### config.mk
export PLATFORM = sky130hd
export DESIGN_NAME = axi4lite_regfile_flat
export DESIGN_NICKNAME = d
export VERILOG_FILES = /design/src/rtl/axi4lite_regfile_pkg.sv /design/src/rtl/axi4lite_regfile_if.sv /design/src/rtl/axi4lite_regfile.sv /design/src/flat_wrapper.sv
export SDC_FILE = /design/constraint.sdc
export NUM_CORES = 1
export LEC_CHECK = 0
export ABC_CLOCK_PERIOD_IN_PS = 7200
export CAP_MARGIN = 10
export CELL_PAD_IN_SITES_DETAIL_PLACEMENT = 1
export CELL_PAD_IN_SITES_GLOBAL_PLACEMENT = 1
export CORE_MARGIN = 4
export CORE_UTILIZATION = 35
export CTS_CLUSTER_DIAMETER = 80
export CTS_CLUSTER_SIZE = 16
export DETAILED_ROUTE_END_ITERATION = 8
export PLACE_DENSITY_LB_ADDON = 0.1
export SLEW_MARGIN = 0
export SYNTH_ARGS = -nofsm -noshare
export SYNTH_HDL_FRONTEND = slang
export SYNTH_SLANG_ARGS = --single-unit
### constraint.sdc
create_clock -name ACLK -period 7.2 [get_ports ACLK]
set_input_delay 1.44 -clock ACLK [delete_from_list [all_inputs] [get_ports ACLK]]
set_output_delay 1.44 -clock ACLK [all_outputs]
set_load 0.01 [all_outputs]
### src/rtl/axi4lite_regfile_pkg.sv
// Shared types and address decode for the AXI4-Lite register bank.
// Optional AxPROT privilege check is enabled with AXI4LITE_REGFILE_PROT_EN.
package axi4lite_regfile_pkg;

  typedef enum logic [1:0] {
    OKAY   = 2'b00,
    EXOKAY = 2'b01,
    SLVERR = 2'b10,
    DECERR = 2'b11
  } resp_t;

  typedef logic [0:0] wr_state_t;
  localparam wr_state_t WR_IDLE = 1'b0;
  localparam wr_state_t WR_RESP = 1'b1;

  typedef logic [0:0] rd_state_t;
  localparam rd_state_t RD_IDLE = 1'b0;
  localparam rd_state_t RD_DATA = 1'b1;

  function automatic logic addr_hit(input logic [63:0] addr,
                                    input logic [63:0] base,
                                    input logic [63:0] span);
    return (addr >= base) && (addr < base + span);
  endfunction

endpackage

### src/rtl/axi4lite_regfile_if.sv
// AXI4-Lite bus bundle with master and slave views.
interface axi4lite_regfile_if #(
  parameter int N      = 4,
  parameter int ADDR_W = 32
);
  logic [ADDR_W-1:0] AWADDR;
  logic [2:0]        AWPROT;
  logic              AWVALID;
  logic              AWREADY;
  logic [8*N-1:0]    WDATA;
  logic [N-1:0]      WSTRB;
  logic              WVALID;
  logic              WREADY;
  logic [1:0]        BRESP;
  logic              BVALID;
  logic              BREADY;
  logic [ADDR_W-1:0] ARADDR;
  logic [2:0]        ARPROT;
  logic              ARVALID;
  logic              ARREADY;
  logic [8*N-1:0]    RDATA;
  logic [1:0]        RRESP;
  logic              RVALID;
  logic              RREADY;

  modport master (
    output AWADDR, AWPROT, AWVALID, WDATA, WSTRB, WVALID, BREADY,
           ARADDR, ARPROT, ARVALID, RREADY,
    input  AWREADY, WREADY, BRESP, BVALID, ARREADY, RDATA, RRESP, RVALID
  );

  modport slave (
    input  AWADDR, AWPROT, AWVALID, WDATA, WSTRB, WVALID, BREADY,
           ARADDR, ARPROT, ARVALID, RREADY,
    output AWREADY, WREADY, BRESP, BVALID, ARREADY, RDATA, RRESP, RVALID
  );
endinterface

### src/rtl/axi4lite_regfile.sv
// AXI4-Lite register bank: NUM_REGS registers from BASE_ADDR, exposed to fabric.
// Define AXI4LITE_REGFILE_PROT_EN to reject unprivileged (AxPROT[0]==0) accesses.
//
//  state   | meaning
//  WR_IDLE | collecting AW and W independently; commits once both are held
//  WR_RESP | BVALID asserted, waiting for BREADY
//  RD_IDLE | ARREADY high, sampling register on AR handshake
//  RD_DATA | RVALID asserted, waiting for RREADY
module axi4lite_regfile
  import axi4lite_regfile_pkg::*;
#(
  parameter int              N         = 4,
  parameter int              ADDR_W    = 32,
  parameter int              NUM_REGS  = 16,
  parameter logic [ADDR_W-1:0] BASE_ADDR = 'h100
) (
  input  logic                      ACLK,
  input  logic                      ARESETn,
  axi4lite_regfile_if.slave         s_axi,
  output logic [NUM_REGS*8*N-1:0]   regs_o,
  output logic [NUM_REGS-1:0]       wr_pulse
);

  localparam int DW    = 8 * N;
  localparam int IDX_W = $clog2(NUM_REGS);
  localparam int OFS_W = $clog2(N);
  localparam logic [63:0] SPAN = 64'(NUM_REGS * N);

  logic [DW-1:0]       regs_q [NUM_REGS];
  logic [DW-1:0]       regs_d [NUM_REGS];
  wr_state_t           wr_state_q, wr_state_d;
  rd_state_t           rd_state_q, rd_state_d;
  logic                aw_held_q, aw_held_d, w_held_q, w_held_d;
  logic [ADDR_W-1:0]   awaddr_q, awaddr_d;
  logic                awpriv_q, awpriv_d;
  logic [DW-1:0]       wdata_q, wdata_d;
  logic [N-1:0]        wstrb_q, wstrb_d;
  logic                bvalid_q, bvalid_d, rvalid_q, rvalid_d;
  resp_t               bresp_q, bresp_d, rresp_q, rresp_d;
  logic [DW-1:0]       rdata_q, rdata_d;
  logic [NUM_REGS-1:0] wr_pulse_q, wr_pulse_d;

  logic [ADDR_W-1:0]   wr_ofs, rd_ofs;
  logic [IDX_W-1:0]    wr_idx, rd_idx;
  logic                wr_ok, rd_ok, awready, wready, arready;

  assign wr_ofs = awaddr_q - BASE_ADDR;
  assign rd_ofs = s_axi.ARADDR - BASE_ADDR;
  assign wr_idx = wr_ofs[OFS_W +: IDX_W];
  assign rd_idx = rd_ofs[OFS_W +: IDX_W];

`ifdef AXI4LITE_REGFILE_PROT_EN
  assign wr_ok = addr_hit(64'(awaddr_q), 64'(BASE_ADDR), SPAN) && awpriv_q;
  assign rd_ok = addr_hit(64'(s_axi.ARADDR), 64'(BASE_ADDR), SPAN) && s_axi.ARPROT[0];
`else
  assign wr_ok = addr_hit(64'(awaddr_q), 64'(BASE_ADDR), SPAN);
  assign rd_ok = addr_hit(64'(s_axi.ARADDR), 64'(BASE_ADDR), SPAN);
`endif

  // Only the index bits of the offsets and AxPROT[0] carry meaning.
  logic unused_bits;
  assign unused_bits = ^{wr_ofs, rd_ofs, s_axi.AWPROT, s_axi.ARPROT, awpriv_q};

  assign awready = (wr_state_q == WR_IDLE) && !aw_held_q;
  assign wready  = (wr_state_q == WR_IDLE) && !w_held_q;
  assign arready = (rd_state_q == RD_IDLE);

  always_comb begin
    regs_d     = regs_q;
    wr_state_d = wr_state_q;
    aw_held_d  = aw_held_q;
    w_held_d   = w_held_q;
    awaddr_d   = awaddr_q;
    awpriv_d   = awpriv_q;
    wdata_d    = wdata_q;
    wstrb_d    = wstrb_q;
    bvalid_d   = bvalid_q;
    bresp_d    = bresp_q;
    wr_pulse_d = '0;
    case (wr_state_q)
      WR_IDLE: begin
        if (s_axi.AWVALID && awready) begin
          aw_held_d = 1'b1;
          awaddr_d  = s_axi.AWADDR;
          awpriv_d  = s_axi.AWPROT[0];
        end
        if (s_axi.WVALID && wready) begin
          w_held_d = 1'b1;
          wdata_d  = s_axi.WDATA;
          wstrb_d  = s_axi.WSTRB;
        end
        if (aw_held_q && w_held_q) begin
          aw_held_d  = 1'b0;
          w_held_d   = 1'b0;
          bvalid_d   = 1'b1;
          wr_state_d = WR_RESP;
          if (wr_ok) begin
            bresp_d            = OKAY;
            wr_pulse_d[wr_idx] = 1'b1;
            for (int i = 0; i < N; i++)
              if (wstrb_q[i]) regs_d[wr_idx][8*i +: 8] = wdata_q[8*i +: 8];
          end else begin
            bresp_d = SLVERR;
          end
        end
      end
      default: begin
        if (s_axi.BREADY) begin
          bvalid_d   = 1'b0;
          wr_state_d = WR_IDLE;
        end
      end
    endcase
  end

  // Reads sample regs_q, so a same-edge commit is not visible yet.
  always_comb begin
    rd_state_d = rd_state_q;
    rvalid_d   = rvalid_q;
    rresp_d    = rresp_q;
    rdata_d    = rdata_q;
    case (rd_state_q)
      RD_IDLE: begin
        if (s_axi.ARVALID) begin
          rvalid_d   = 1'b1;
          rd_state_d = RD_DATA;
          rresp_d    = rd_ok ? OKAY : SLVERR;
          rdata_d    = rd_ok ? regs_q[rd_idx] : '0;
        end
      end
      default: begin
        if (s_axi.RREADY) begin
          rvalid_d   = 1'b0;
          rd_state_d = RD_IDLE;
        end
      end
    endcase
  end

  always_ff @(posedge ACLK or negedge ARESETn) begin
    if (!ARESETn) begin
      regs_q     <= '{default: '0};
      wr_state_q <= WR_IDLE;
      rd_state_q <= RD_IDLE;
      aw_held_q  <= 1'b0;
      w_held_q   <= 1'b0;
      awaddr_q   <= '0;
      awpriv_q   <= 1'b0;
      wdata_q    <= '0;
      wstrb_q    <= '0;
      bvalid_q   <= 1'b0;
      bresp_q    <= OKAY;
      rvalid_q   <= 1'b0;
      rresp_q    <= OKAY;
      rdata_q    <= '0;
      wr_pulse_q <= '0;
    end else begin
      regs_q     <= regs_d;
      wr_state_q <= wr_state_d;
      rd_state_q <= rd_state_d;
      aw_held_q  <= aw_held_d;
      w_held_q   <= w_held_d;
      awaddr_q   <= awaddr_d;
      awpriv_q   <= awpriv_d;
      wdata_q    <= wdata_d;
      wstrb_q    <= wstrb_d;
      bvalid_q   <= bvalid_d;
      bresp_q    <= bresp_d;
      rvalid_q   <= rvalid_d;
      rresp_q    <= rresp_d;
      rdata_q    <= rdata_d;
      wr_pulse_q <= wr_pulse_d;
    end
  end

  always_comb begin
    regs_o = '0;
    for (int k = 0; k < NUM_REGS; k++) regs_o[k*DW +: DW] = regs_q[k];
  end

  assign s_axi.AWREADY = awready;
  assign s_axi.WREADY  = wready;
  assign s_axi.ARREADY = arready;
  assign s_axi.BVALID  = bvalid_q;
  assign s_axi.BRESP   = bresp_q;
  assign s_axi.RVALID  = rvalid_q;
  assign s_axi.RRESP   = rresp_q;
  assign s_axi.RDATA   = rdata_q;
  assign wr_pulse      = wr_pulse_q;

endmodule

### src/flat_wrapper.sv
// flat-port wrapper written by rule: the top's interface ports become plain ports
module axi4lite_regfile_flat import axi4lite_regfile_pkg::*;
#(
  parameter int              N         = 4,
  parameter int              ADDR_W    = 32,
  parameter int              NUM_REGS  = 16,
  parameter logic [ADDR_W-1:0] BASE_ADDR = 'h100
)
  (ACLK, ARESETn, regs_o, wr_pulse, s_axi_AWADDR, s_axi_AWPROT, s_axi_AWVALID, s_axi_WDATA, s_axi_WSTRB, s_axi_WVALID, s_axi_BREADY, s_axi_ARADDR, s_axi_ARPROT, s_axi_ARVALID, s_axi_RREADY, s_axi_AWREADY, s_axi_WREADY, s_axi_BRESP, s_axi_BVALID, s_axi_ARREADY, s_axi_RDATA, s_axi_RRESP, s_axi_RVALID);
  axi4lite_regfile_if #(.N(N), .ADDR_W(ADDR_W)) s_axi_i ();
  input  logic ACLK;
  input  logic ARESETn;
  output logic [NUM_REGS*8*N-1:0] regs_o;
  output logic [NUM_REGS-1:0] wr_pulse;
  input wire logic [$bits(s_axi_i.AWADDR)-1:0] s_axi_AWADDR;
  input wire logic [$bits(s_axi_i.AWPROT)-1:0] s_axi_AWPROT;
  input wire logic [$bits(s_axi_i.AWVALID)-1:0] s_axi_AWVALID;
  input wire logic [$bits(s_axi_i.WDATA)-1:0] s_axi_WDATA;
  input wire logic [$bits(s_axi_i.WSTRB)-1:0] s_axi_WSTRB;
  input wire logic [$bits(s_axi_i.WVALID)-1:0] s_axi_WVALID;
  input wire logic [$bits(s_axi_i.BREADY)-1:0] s_axi_BREADY;
  input wire logic [$bits(s_axi_i.ARADDR)-1:0] s_axi_ARADDR;
  input wire logic [$bits(s_axi_i.ARPROT)-1:0] s_axi_ARPROT;
  input wire logic [$bits(s_axi_i.ARVALID)-1:0] s_axi_ARVALID;
  input wire logic [$bits(s_axi_i.RREADY)-1:0] s_axi_RREADY;
  output wire logic [$bits(s_axi_i.AWREADY)-1:0] s_axi_AWREADY;
  output wire logic [$bits(s_axi_i.WREADY)-1:0] s_axi_WREADY;
  output wire logic [$bits(s_axi_i.BRESP)-1:0] s_axi_BRESP;
  output wire logic [$bits(s_axi_i.BVALID)-1:0] s_axi_BVALID;
  output wire logic [$bits(s_axi_i.ARREADY)-1:0] s_axi_ARREADY;
  output wire logic [$bits(s_axi_i.RDATA)-1:0] s_axi_RDATA;
  output wire logic [$bits(s_axi_i.RRESP)-1:0] s_axi_RRESP;
  output wire logic [$bits(s_axi_i.RVALID)-1:0] s_axi_RVALID;
  assign s_axi_i.AWADDR = s_axi_AWADDR;
  assign s_axi_i.AWPROT = s_axi_AWPROT;
  assign s_axi_i.AWVALID = s_axi_AWVALID;
  assign s_axi_i.WDATA = s_axi_WDATA;
  assign s_axi_i.WSTRB = s_axi_WSTRB;
  assign s_axi_i.WVALID = s_axi_WVALID;
  assign s_axi_i.BREADY = s_axi_BREADY;
  assign s_axi_i.ARADDR = s_axi_ARADDR;
  assign s_axi_i.ARPROT = s_axi_ARPROT;
  assign s_axi_i.ARVALID = s_axi_ARVALID;
  assign s_axi_i.RREADY = s_axi_RREADY;
  assign s_axi_AWREADY = s_axi_i.AWREADY;
  assign s_axi_WREADY = s_axi_i.WREADY;
  assign s_axi_BRESP = s_axi_i.BRESP;
  assign s_axi_BVALID = s_axi_i.BVALID;
  assign s_axi_ARREADY = s_axi_i.ARREADY;
  assign s_axi_RDATA = s_axi_i.RDATA;
  assign s_axi_RRESP = s_axi_i.RRESP;
  assign s_axi_RVALID = s_axi_i.RVALID;
  axi4lite_regfile #(.N(N), .ADDR_W(ADDR_W), .NUM_REGS(NUM_REGS), .BASE_ADDR(BASE_ADDR)) u_core (.ACLK(ACLK), .ARESETn(ARESETn), .s_axi(s_axi_i), .regs_o(regs_o), .wr_pulse(wr_pulse));
endmodule
* Word level (Yosys, flattened, before mapping)
Cells that the tools add are included.
** Operators by class
- $add $sub $neg :: 2
- $lt $le $gt $ge :: 9
- Equality and inequality tests :: 2
- Mux-type cells :: 52
- Bitwise logic cells :: 4
- Reductions and logical operators :: 24
** Operators by type and width (number)
- $mux W512 :: 13
- $bwmux W512 :: 4
- $demux W32 S4 :: 4
- $bmux W32 S4 :: 1
- $mux W32 :: 4
- $ge A32 B9 Y1 const B :: 2
- $lt A32 B9 Y1 const B :: 2
- $mux W16 :: 4
- $mux W24 :: 1
- $mux W1 :: 17
- $reduce_and A2 Y1 :: 8
- $sub A6 B1 Y6 const B :: 2
- $ge A5 B5 Y1 const B :: 2
- $not A4 Y5 :: 2
- $logic_and A1 B1 Y1 :: 9
- $mux W8 :: 1
- $reduce_bool A2 Y1 :: 4
- $lt A4 B5 Y1 const B :: 1
- $lt A5 B1 Y1 const B :: 1
- $demux W1 S4 :: 1
- $ge A4 B1 Y1 const B :: 1
- $mux W2 :: 2
- $ne A2 B2 Y1 const B :: 2
- $reduce_and A3 Y1 :: 1
- other kinds (2) :: 4
** Storage, ports and cells
- Register bits after elaboration :: 638
- Bits of input ports :: 113
- Output and inout port bits :: 569
- Logic and storage cells :: 122

* Logic depth before layout (Yosys ltp)
- Word-level depth :: 23
- Gate-level depth with buffers :: 8
- Gate-level depth less buffers :: 4

* Worst setup path before layout
Ideal clock, no wire load.
- Kind :: input-to-reg
- From :: in s_axi_ARADDR[2]
- To :: reg u_core.rdata_q[10] (netlist: u_core.s_axi.RDATA[10])
- Setup time :: 0.132 ns
- Arrival :: 3.156 ns
- Data required time :: 7.068 ns
- Slack :: 3.913 ns
- Cell stages on the path :: 8
- Buffers on the path :: 4
- Cell sequence :: buf_2 -> buf_2 -> clkbuf_1 -> buf_2 -> mux2i_1 -> o22ai_1 -> o311ai_0 -> a21oi_1
** Between the ends
- Cells in the longest elaborated chain, start to end :: 6
- Elaborated cells on any way between the ends :: 9
- Those cells by class :: 1 x add/sub; 2 x order compare; 4 x mux; 1 x bitwise; 1 x reduce/logical
** RTL lines
- start: declaration :: line flat_wrapper.sv:22 : input wire logic [$bits(s_axi_i.ARADDR)-1:0] s_axi_ARADDR;
- $sub A6 B1 Y6 :: line axi4lite_regfile.sv:48 : assign rd_ofs = s_axi.ARADDR - BASE_ADDR;
- $not A4 Y5 (implied by the code) :: line axi4lite_regfile.sv:128 : rdata_d = rd_ok ? regs_q[rd_idx] : '0;
- $bmux W32 S4 :: line axi4lite_regfile.sv:128
- $mux W32 (implied by the code) (2 in a row) :: line axi4lite_regfile.sv:128
- $mux W32 (*) :: line axi4lite_regfile.sv:128
- end signal: assignment :: line axi4lite_regfile.sv:171 : rdata_q <= rdata_d;
- end: declaration :: line axi4lite_regfile.sv:40 : logic [DW-1:0] rdata_q, rdata_d;
Mark *: on every way between the ends. The rest lies on a longest branch, timed or not. The select of a mux whose other input is x is not followed.
A chain may end at the register's enable or synchronous reset.

* Final worst setup path
- From :: reg u_core.awaddr_q[17]
- To :: reg u_core.regs_q (netlist bit u_core.regs_o[197])
** Between the ends
- Cells in the longest elaborated chain, start to end :: 3
- Elaborated cells on any way between the ends :: 4
- Those cells by class :: 2 x order compare; 2 x reduce/logical
** RTL lines
- start: declaration :: line axi4lite_regfile.sv:34 : logic [ADDR_W-1:0] awaddr_q, awaddr_d;
- start signal: assignment :: line axi4lite_regfile.sv:163 : awaddr_q <= awaddr_d;
- $ge A32 B9 Y1 / $lt A32 B9 Y1 (equally long branches) :: line axi4lite_regfile_pkg.sv:23 : return (addr >= base) && (addr < base + span);
- $logic_and A1 B1 Y1 (*) :: line axi4lite_regfile_pkg.sv:23
- $reduce_and A3 Y1 (no line) (*)
- end signal: assignment :: line axi4lite_regfile.sv:158 : regs_q <= regs_d;
- end: declaration :: line axi4lite_regfile.sv:29 : logic [DW-1:0] regs_q [NUM_REGS];
Mark *: on every way between the ends. The rest lies on a longest branch, timed or not.

==> flow_metrics.env <==
export IMPL_die_x_um=298.2
export IMPL_drive_gt1_share_pct=31.30
export IMPL_ys_ff_latch=634
export IMPL_maxSlewViolCount=0
export IMPL_cts_buffer_depth=3
export IMPL_min_period_over_period_pct=57.12
export IMPL_finClkSkew_ns=0.01587
export IMPL_post_cts_setup_buffers=0
export IMPL_portBuffers=669
export IMPL_fp_dieH_um=298.2
export IMPL_slew_headroom_pct=20.70
export IMPL_syn_area_um2=29480
export IMPL_use_met1_pct=31.35
export IMPL_yosysSeqAreaShare_pct=53.82
export IMPL_clk_pin_slew_ns=0.08
export IMPL_max_cap_violations=0
export IMPL_crit_path_start_kind="flop"
export IMPL_wl_per_cell_um=31.88
export IMPL_area_growth_pct=30.90
export IMPL_synth_largest_area_cell="dfrtp_1"
export IMPL_ios=682
export IMPL_synth_top_area_share_pct=53.82
export IMPL_ctsHoldBuffers=0
export IMPL_synth_avg_cell_area_um2=14.75
export IMPL_top_usage_layer="met2"
export IMPL_ant_nets=0
export IMPL_cts_tree="built"
export IMPL_reg2reg_depth=5
export IMPL_met3_usage_pct=6.464
export IMPL_cts_buffers=47
export IMPL_total_power_mw=8.034
export IMPL_outcome="finished clean"
export IMPL_routed_via_density=5.530
export IMPL_ir_drop_mv=0.1939
export IMPL_period_minus_slack_ns=4.113
export IMPL_hpwl_mm=79.71
export IMPL_initialDrtViolationCount=968
export IMPL_antenna_found_initial=9
export IMPL_powerDensity_nw_per_um2=208.2
export IMPL_h_tree_depth=2
export IMPL_yosysWarnings=0
export IMPL_rsz0062_at_grt="false"
export IMPL_cts_repair_resized=0
export IMPL_worstSetupEndpointType="flop"
export IMPL_final_cells=3696
export IMPL_ys_types=46
export IMPL_grt_first_pass_wirelength_mm=169.5
export IMPL_finalWeightedCongestion=0.8216
export IMPL_holdCritPathClass="reg2reg"
export IMPL_crit_fanout=31
export IMPL_layout_nets=2714
export IMPL_vias=20438
export IMPL_drt_total_wl_mm=117.8
export IMPL_clock_latency_ns=0.60
export IMPL_track_usage_pct=25.90
export IMPL_fin_tns_setup_ns=0
export IMPL_clock_sinks=634
export IMPL_cts_root_buf="clkbuf_16"
export IMPL_gr_total_overflow=0
export IMPL_grt_pass1_vias=22669
export IMPL_worst_pin_slew_ns=1.181
export IMPL_core_um2=83560
export IMPL_arrival_ns=4.60
export IMPL_leakagePower_nw=17.06
export IMPL_synth_top_cells_by_area="dfrtp_1, mux2_2, mux4_2"
export IMPL_remaining_drc_errors=0
export IMPL_holdPathStages=1
export IMPL_dp_cells=3631
export IMPL_fmax_ghz=0.2431
export IMPL_finalHoldViolCount=0
export IMPL_dr_pass1_iters=5
export IMPL_use_met2_pct=45.43
export IMPL_die_area_um2=88940
export IMPL_finalSetupViolations=0
export IMPL_critPathKind="reg2reg"
export IMPL_initial_core_util_pct=35.28
export IMPL_row_count=106
export IMPL_grt_max_degree=177
export IMPL_cp_required_ns=7.69
export IMPL_post_synth_inst_count=1999
## worst max-delay path: stages (launching register included)
cell and delay [ns]:
dfrtp_1 0.40, nor4_2 0.46, nand4_4 0.85, buf_4 0.72, nor4_4 1.09, mux2_2 0.42
## where the power goes
part,switching [mW],internal [mW]
Clock,1.31,1.27
Combinational,0.685,0.401
Sequential,0.609,3.75
Total,2.61,5.43
## cell families (layout without fill, tap and decap cells)
| logic type | Yosys count | after routing | synth area share, % |
|---|---|---|---|
| AO/OA/AOI/OAI | 163 | 163 | 4.062 |
| buffers and inverters | 156 | 766 | 2.245 |
| flip-flops | 634 | 634 | 53.82 |
| multiplexers | 770 | 770 | 31.62 |
| other | 1 | 8 | 0.01272 |
| AND/OR/NAND/NOR | 275 | 275 | 8.246 |
## Yosys cell counts (all sizes together)
| library cell | count |
|---|---|
| mux2i | 122 |
| nand2 | 54 |
| clkinv | 1 |
| and2 | 2 |
| buf | 74 |
| mux2 | 582 |
| nor2 | 24 |
| nand3 | 13 |
| o21a | 1 |
| o22a | 26 |
| o21bai | 1 |
| and3 | 4 |
| nor4b | 6 |
| nand2b | 31 |
| nor4 | 70 |
| inv | 5 |
| a22oi | 1 |
| nand3b | 12 |
| o211ai | 1 |
| or4b | 1 |
| o311ai | 30 |
| nand4 | 11 |
| or2 | 1 |
| a21boi | 1 |
| nor2b | 36 |
| clkbuf | 76 |
| o2111ai | 1 |
| a21oi | 34 |
| dfrtp | 634 |
| and3b | 1 |
| o221a | 2 |
| o22ai | 36 |
| conb | 1 |
| a32oi | 26 |
| and4 | 7 |
| mux4 | 66 |
| o21ai | 3 |
| or4 | 2 |
## area by class of cell
type / instances / area [um2]
fill: 8333 / 44970
inverter: 6 / 22.52
tap: 1080 / 1351
sequential: 634 / 15870
clock buffer: 52 / 1257
antenna: 6 / 15.01
multi-input combinational: 1210 / 12990
timing repair buffer: 702 / 7010
clock inverter: 6 / 73.82
## sequential cells by signal, indices dropped and copies added (netlist names)
name and count:
u_core.s_axi.BRESP 1, u_core.wr_pulse 16, u_core.aw_held_q 1, u_core.w_held_q 1
u_core.rd_state_q 1, u_core.wdata_q 32, u_core.awaddr_q 30, u_core.s_axi.BVALID 1
u_core.s_axi.RVALID 1, u_core.wstrb_q 4, u_core.s_axi.RDATA 32, u_core.s_axi.RRESP 1
u_core.regs_o 512, u_core.wr_state_q 1
## metrics by stage
step	hold slack, ns	util (%)	area, um2	worst slack (ns)
finish	0.5106	46.18	38590	3.087
global route	0.5167	46.18	38580	2.979
CTS	0.5091	46.15	38560	3.057
detailed placement	0.4786	44.56	37230	2.998
global placement	0.4768	44.56	37230	2.975
floorplan	0.4586	-	29480	3.913
## per-layer routing
layer  wire, um  vias up  part of all wire (%)
met1      46780    11069                    40
met3       7313      150                   6.2
met2      59770      544                    51
met4       3966        4                   3.4
met5         19        -                 0.016
li1           -     8671                     -
## final timing paths
path	endpoint	slack [ns]	from
setup / recovery	u_core.regs_o[197]	3.09	u_core.awaddr_q[17]
max in group asynchronous	u_core.wstrb_q[3]	4.64	ARESETn
setup reg to reg	u_core.regs_o[197]	3.09	u_core.awaddr_q[17]
min in group asynchronous	u_core.wdata_q[21]	0.88	ARESETn
hold / removal	u_core.s_axi.BRESP[1]	0.51	u_core.s_axi.BRESP[1]
hold reg to reg	u_core.s_axi.BRESP[1]	0.51	u_core.s_axi.BRESP[1]
## cells in the final DEF (no fill, tap or decap), drive strengths merged, types with 3 or more instances in the layout
| master | instances |
|---|---|
| clkdlybuf4s50 | 664 |
| dfrtp | 634 |
| mux2 | 582 |
| mux2i | 122 |
| nor4 | 70 |
| mux4 | 66 |
| nand2 | 54 |
| clkbuf | 52 |
| buf | 38 |
| nor2b | 36 |
| o22ai | 36 |
| a21oi | 34 |
| nand2b | 31 |
| o311ai | 30 |
| o22a | 26 |
| a32oi | 26 |
| nor2 | 24 |
| nand3 | 13 |
| nand3b | 12 |
| nand4 | 11 |
| and4 | 7 |
| diode | 6 |
| nor4b | 6 |
| inv | 6 |
| and3 | 4 |
| o21ai | 3 |
| clkinvlp | 3 |
Note: power is estimated with default switching activity, not from simulation.
